==> src/rtl/usr_cmd_sequencer_if.sv <==
// Command handshake bundle between a command source and the sequencer.
// The source drives op/data/cnt with valid; the sequencer returns ready.
interface usr_cmd_sequencer_if;
  logic       cmd_valid;
  logic       cmd_ready;
  logic [1:0] cmd_op;
  logic [3:0] cmd_data;
  logic [2:0] cmd_cnt;

  modport master (
    output cmd_valid, cmd_op, cmd_data, cmd_cnt,
    input  cmd_ready
  );

  modport slave (
    input  cmd_valid, cmd_op, cmd_data, cmd_cnt,
    output cmd_ready
  );
endinterface

==> src/rtl/usr_cmd_sequencer.sv <==
// Turns LOAD/SHR/SHL/LOAD_SHR commands into shift-register sel/parin strobes and tracks the register in mirror.
// Latency: done 2 cycles after a LOAD, n+1 after a shift of n, n+2 after LOAD_SHR; cmd_ready only in IDLE.
module usr_cmd_sequencer (
  input  logic                      clk,
  input  logic                      clr,
  usr_cmd_sequencer_if.slave        cmd,
  output logic [1:0]                sel,
  output logic [3:0]                parin,
  output logic                      busy,
  output logic                      done,
  output logic [3:0]                mirror
);

  typedef enum logic [1:0] {IDLE, LOAD, SHIFT, DONE} state_t;

  localparam logic [1:0] OP_LOAD  = 2'b00;
  localparam logic [1:0] OP_SHR   = 2'b01;
  localparam logic [1:0] OP_SHL   = 2'b10;
  localparam logic [1:0] OP_LDSHR = 2'b11;

  localparam logic [1:0] SEL_HOLD = 2'b00;
  localparam logic [1:0] SEL_SHR  = 2'b01;
  localparam logic [1:0] SEL_SHL  = 2'b10;
  localparam logic [1:0] SEL_LOAD = 2'b11;

  state_t     state, state_nxt;
  logic [1:0] op_q, op_nxt;
  logic [2:0] cnt_q;
  logic [2:0] rem, rem_nxt;
  logic [1:0] sel_nxt;
  logic       accept;

  assign cmd.cmd_ready = (state == IDLE);
  assign accept        = cmd.cmd_valid && (state == IDLE);

  always_comb begin
    state_nxt = state;
    rem_nxt   = rem;
    op_nxt    = accept ? cmd.cmd_op : op_q;
    sel_nxt   = SEL_HOLD;

    unique case (state)
      IDLE: begin
        if (accept) begin
          if (cmd.cmd_op == OP_LOAD || cmd.cmd_op == OP_LDSHR) begin
            state_nxt = LOAD;
          end else if (cmd.cmd_cnt != 3'd0) begin
            state_nxt = SHIFT;
            rem_nxt   = cmd.cmd_cnt;
          end else begin
            state_nxt = DONE;
          end
        end
      end
      LOAD: begin
        if (op_q == OP_LDSHR && cnt_q != 3'd0) begin
          state_nxt = SHIFT;
          rem_nxt   = cnt_q;
        end else begin
          state_nxt = DONE;
        end
      end
      SHIFT: begin
        rem_nxt = rem - 3'd1;
        if (rem == 3'd1) state_nxt = DONE;
      end
      DONE:    state_nxt = IDLE;
      default: state_nxt = IDLE;
    endcase

    // Outputs are registered from the next state so they are clean for the whole state cycle.
    case (state_nxt)
      LOAD:    sel_nxt = SEL_LOAD;
      SHIFT:   sel_nxt = (op_nxt == OP_SHL) ? SEL_SHL : SEL_SHR;
      default: sel_nxt = SEL_HOLD;
    endcase
  end

  always_ff @(posedge clk or negedge clr) begin
    if (!clr) begin
      state  <= IDLE;
      rem    <= 3'd0;
      op_q   <= OP_LOAD;
      cnt_q  <= 3'd0;
      parin  <= 4'd0;
      sel    <= SEL_HOLD;
      done   <= 1'b0;
      busy   <= 1'b0;
      mirror <= 4'd0;
    end else begin
      state <= state_nxt;
      rem   <= rem_nxt;
      op_q  <= op_nxt;
      sel   <= sel_nxt;
      done  <= (state_nxt == DONE);
      busy  <= (state_nxt != IDLE);
      if (accept) begin
        cnt_q <= cmd.cmd_cnt;
        parin <= cmd.cmd_data;
      end
      // sel already reflects the current state, so it directly selects the mirror update.
      case (sel)
        SEL_LOAD: mirror <= parin;
        SEL_SHR:  mirror <= {1'b0, mirror[3:1]};
        SEL_SHL:  mirror <= {mirror[2:0], 1'b0};
        default:  mirror <= mirror;
      endcase
    end
  end

  // OP_SHR is the implicit non-LOAD, non-SHL case above.
  logic unused_op_shr;
  assign unused_op_shr = (OP_SHR == 2'b01);

endmodule

==> src/flat_wrapper.sv <==
// flat-port wrapper written by rule: the top's interface ports become plain ports
module usr_cmd_sequencer_flat 
  (clk, clr, sel, parin, busy, done, mirror, cmd_cmd_valid, cmd_cmd_op, cmd_cmd_data, cmd_cmd_cnt, cmd_cmd_ready);
  usr_cmd_sequencer_if cmd_i ();
  input  logic clk;
  input  logic clr;
  output logic [1:0] sel;
  output logic [3:0] parin;
  output logic busy;
  output logic done;
  output logic [3:0] mirror;
  input wire logic [$bits(cmd_i.cmd_valid)-1:0] cmd_cmd_valid;
  input wire logic [$bits(cmd_i.cmd_op)-1:0] cmd_cmd_op;
  input wire logic [$bits(cmd_i.cmd_data)-1:0] cmd_cmd_data;
  input wire logic [$bits(cmd_i.cmd_cnt)-1:0] cmd_cmd_cnt;
  output wire logic [$bits(cmd_i.cmd_ready)-1:0] cmd_cmd_ready;
  assign cmd_i.cmd_valid = cmd_cmd_valid;
  assign cmd_i.cmd_op = cmd_cmd_op;
  assign cmd_i.cmd_data = cmd_cmd_data;
  assign cmd_i.cmd_cnt = cmd_cmd_cnt;
  assign cmd_cmd_ready = cmd_i.cmd_ready;
  usr_cmd_sequencer u_core (.clk(clk), .clr(clr), .cmd(cmd_i), .sel(sel), .parin(parin), .busy(busy), .done(done), .mirror(mirror));
endmodule
==> config.mk <==
export PLATFORM = sky130hd
export DESIGN_NAME = usr_cmd_sequencer_flat
export DESIGN_NICKNAME = d
export VERILOG_FILES = /design/src/rtl/usr_cmd_sequencer_if.sv /design/src/rtl/usr_cmd_sequencer.sv /design/src/flat_wrapper.sv
export SDC_FILE = /design/constraint.sdc
export NUM_CORES = 1
export LEC_CHECK = 0
export ABC_AREA = 1
export CAP_MARGIN = 20
export CELL_PAD_IN_SITES_DETAIL_PLACEMENT = 1
export CELL_PAD_IN_SITES_GLOBAL_PLACEMENT = 1
export CORE_MARGIN = 4
export CORE_UTILIZATION = 35
export CTS_BUF_LIST = sky130_fd_sc_hd__clkbuf_8 sky130_fd_sc_hd__clkbuf_16
export CTS_CLUSTER_SIZE = 28
export DETAILED_ROUTE_END_ITERATION = 8
export GPL_ROUTABILITY_DRIVEN = 1
export PLACE_DENSITY_LB_ADDON = 0.1
export SLEW_MARGIN = 20
export SYNTH_ARGS = -nofsm -noshare
export SYNTH_HDL_FRONTEND = slang
export SYNTH_SLANG_ARGS = --single-unit
==> constraint.sdc <==
create_clock -name clk -period 3.2 [get_ports clk]
set_input_delay 0.96 -clock clk [delete_from_list [all_inputs] [get_ports clk]]
set_output_delay 0.96 -clock clk [all_outputs]
set_load 0.02 [all_outputs]
==> flow_summary.ini <==
[status]
outcome = finished clean

[clock_tree]
postCtsSetupBuffers = 0
cts-resized-gates = 0
cts.hold.buffers_added = 0
cts_max_path_buffers = 2
cts_root_buf = clkbuf_8
clock-sinks = 22
tritoncts = built
worst_skew_pair_latency_ps = 250
htreeDepth = 1
clkTransAtPathRegs_ps = 70
tritoncts.num_buffers = 3

[setup_path]
worst_path_largest_cell_delay_ps = 660
cp.arrival_ps = 1810
critical_path_peak_fanout = 5
start_kind = flip-flop
worst_path_max_delay_cell = clkdlybuf4s50_1
critical_path.endpoint_type = output port
worst_ep_required_time_ps = 2240
crit_chain = inv_1, ha_1, clkdlybuf4s50_1
critPathKind = flip-flop to output port

[timing]
tightestPinTransition_ps = 284
grt_setup_unrepaired = no
final_max_slew_viol_count = 0
timing.final.crit_period_ps = 2770
fin_ws_ps = 431
fin_hold_ws_ps = 487
fmax_mhz = 361
layout_worst_path_cycle_share_pct = 86.5
slew_headroom_pct = 81.0
fin_skew_ps = 2.87
hold_viol = 0
report.final.setup_viol = 0
fin_tns_setup_ps = 0

[run]
maxCapViolCount = 0

[global_routing]
grt_remaining_overflow = 0
grtUsageTotal_pct = 14.4
grt_antenna_before_repair = 0
grt_pass1_vias = 1114
wire_length_of_the_first_global_routing_pass_um = 5060
grt_start_max_net_pins = 23

[route]
remaining_number_of_nets_flagged_by_the_antenna_check_after_routing = 0
post_drt_via_cell_ratio = 4.64
dr_total_vias = 1034
wl_per_cell_um = 13.1
drc = 0
detailedRoute.firstPassIterationCount = 4
totalWireLength_um = 2930
dr.first_iter.drc_count = 9

[power]
power_frac_seq_pct = 31.5
irDropWorstVdd_mv = 0.346
power.internal_w = 0.000902
switching_share_pct = 44.6
power.switching_w = 0.000726
pwr-share-comb_pct = 58.3
leakagePower_nw = 0.812
p_clk_share_pct = 10.1
pwr_density_cell_nw_per_um2 = 1010

[yosys]
postSynthCellCount = 150
synth_seq_cells = 22
seq_area_frac_synth_pct = 43.2
synth.yosys.warnings = 0
synth_area_per_cell_sq_um = 8.50
synth_nets = 176
synth.cell_area_sq_um = 1270
synth_cell_type_count = 16

[worst_hold_path]
hp-class = flip-flop to flip-flop

[finish]
antenna-diode-count = 0
mostFrequentLayoutCell = nand2_1
final_layout_size_suffix_gt1_share_pct = 6.78
final_nets = 205
ff_latch_area_sq_um = 551
post_route_cell_area_sq_um = 1610
multi_input_logic_area_sq_um = 616
area_growth_syn_to_layout_pct = 26.3
final_cell_mix = nand2_1 (36), inv_1 (26), clkdlybuf4s50_1 (24)
post_route_non_filler_standard_cell_count = 223
filler_cell_count = 431

[floorplanning]
std_cell_rows = 21
initial_utilization_pct = 37.3
coreArea_sq_um = 3420
chipWidth_um = 68.4
pin_count = 25
dieArea_sq_um = 4670
die_h_um = 68.4

[place]
postPlaceCellArea_sq_um = 1570
placement.io_buffers = 24
place.gp.congestion = 0.836
numPlacedInstances = 220
pre_cts_slack_ps = 534
place.detailed.hpwl_um = 2460
power groups by stage:
stage / clock network [W] / registers, W / logic, W
global placement: 0 / 0.000519 / 0.000936
detailed placement: 0 / 0.000522 / 0.000969
CTS: 0.000173 / 0.000517 / 0.000972
finish: 0.000165 / 0.000514 / 0.000950
global route: 0.000186 / 0.000532 / 0.00110
floorplan: 0 / 0.000579 / 0.000570
cell families after synthesis:
family / share of synthesized area [%]
buf+inv: 8.54
simple gates: 20.0
fa+ha+maj: 13.7
mux: 4.42
flops: 43.2
compound gates: 10.1
worst paths after layout:
check	start	cells after the start	end	slack, ps
setup / recovery	u_core.state[1]$_DFF_PN0_	3	cmd_cmd_ready	430
hold / removal	u_core.rem[1]$_DFFE_PN0P_	2	u_core.rem[1]$_DFFE_PN0P_	490
setup reg to reg	u_core.state[0]$_DFF_PN0_	8	u_core.sel[1]$_DFF_PN0_	1220
hold reg to reg	u_core.rem[1]$_DFFE_PN0P_	2	u_core.rem[1]$_DFFE_PN0P_	490
max in group asynchronous	clr	2	u_core.mirror[1]$_DFFE_PN0P_	1920
min in group asynchronous	clr	2	u_core.rem[1]$_DFFE_PN0P_	1060
cell usage after synthesis:
cell     instances  area [sq um]
mux2_2           1          11.3
nand3_1         14          70.1
a21oi_2          1          8.76
buf_6            1          11.3
a31oi_1          2          12.5
o21ai_0          4          20.0
o21ai_2          2          17.5
nand2_1         36           135
ha_1            14           175
a21oi_1         14          70.1
mux2_4           3          45.0
inv_1           26          97.6
dfrtp_1         22           551
nor2_1           7          26.3
nand2_4          1          11.3
nand4_1          2          12.5
worst max-delay path, delay by kind of cell, from the launching register on:
kind | cells | cell delay, ps
flip-flops | 1 | 420
adder cells (fa/ha/maj) | 1 | 330
buffers and inverters | 2 | 810
per-layer routing:
layer	GRT usage, %	share of wire, %
met5	0	0
met4	4.22	1.2
met3	4.11	4.2
met2	23.8	49
met1	18.2	46
area by class of cell:
type                       instances  share of cell area (%)
sequential                        22                    34.2
inverter                          26                    6.06
multi-input combinational        101                    38.2
tap                               46                    3.57
clock buffer                       3                    2.56
timing repair buffer              25                    15.4
registers in the layout, summed over array words and instances, names as in the netlist:
| signal | cells |
|---|---|
| u_core.state | 2 |
| u_core.parin | 4 |
| u_core.sel | 2 |
| u_core.mirror | 4 |
| u_core.rem | 3 |
| u_core.op_q | 2 |
| u_core.done | 1 |
| u_core.busy | 1 |
| u_core.cnt_q | 3 |
through the flow:
step,power (W),utilization [%]
2_1_floorplan,0.00115,-
3_3_place_gp,0.00146,45.9
3_5_place_dp,0.00149,45.9
4_1_cts,0.00166,47.1
5_1_grt,0.00181,47.1
6_report,0.00163,47.1
(Power assumes the default switching activity.)
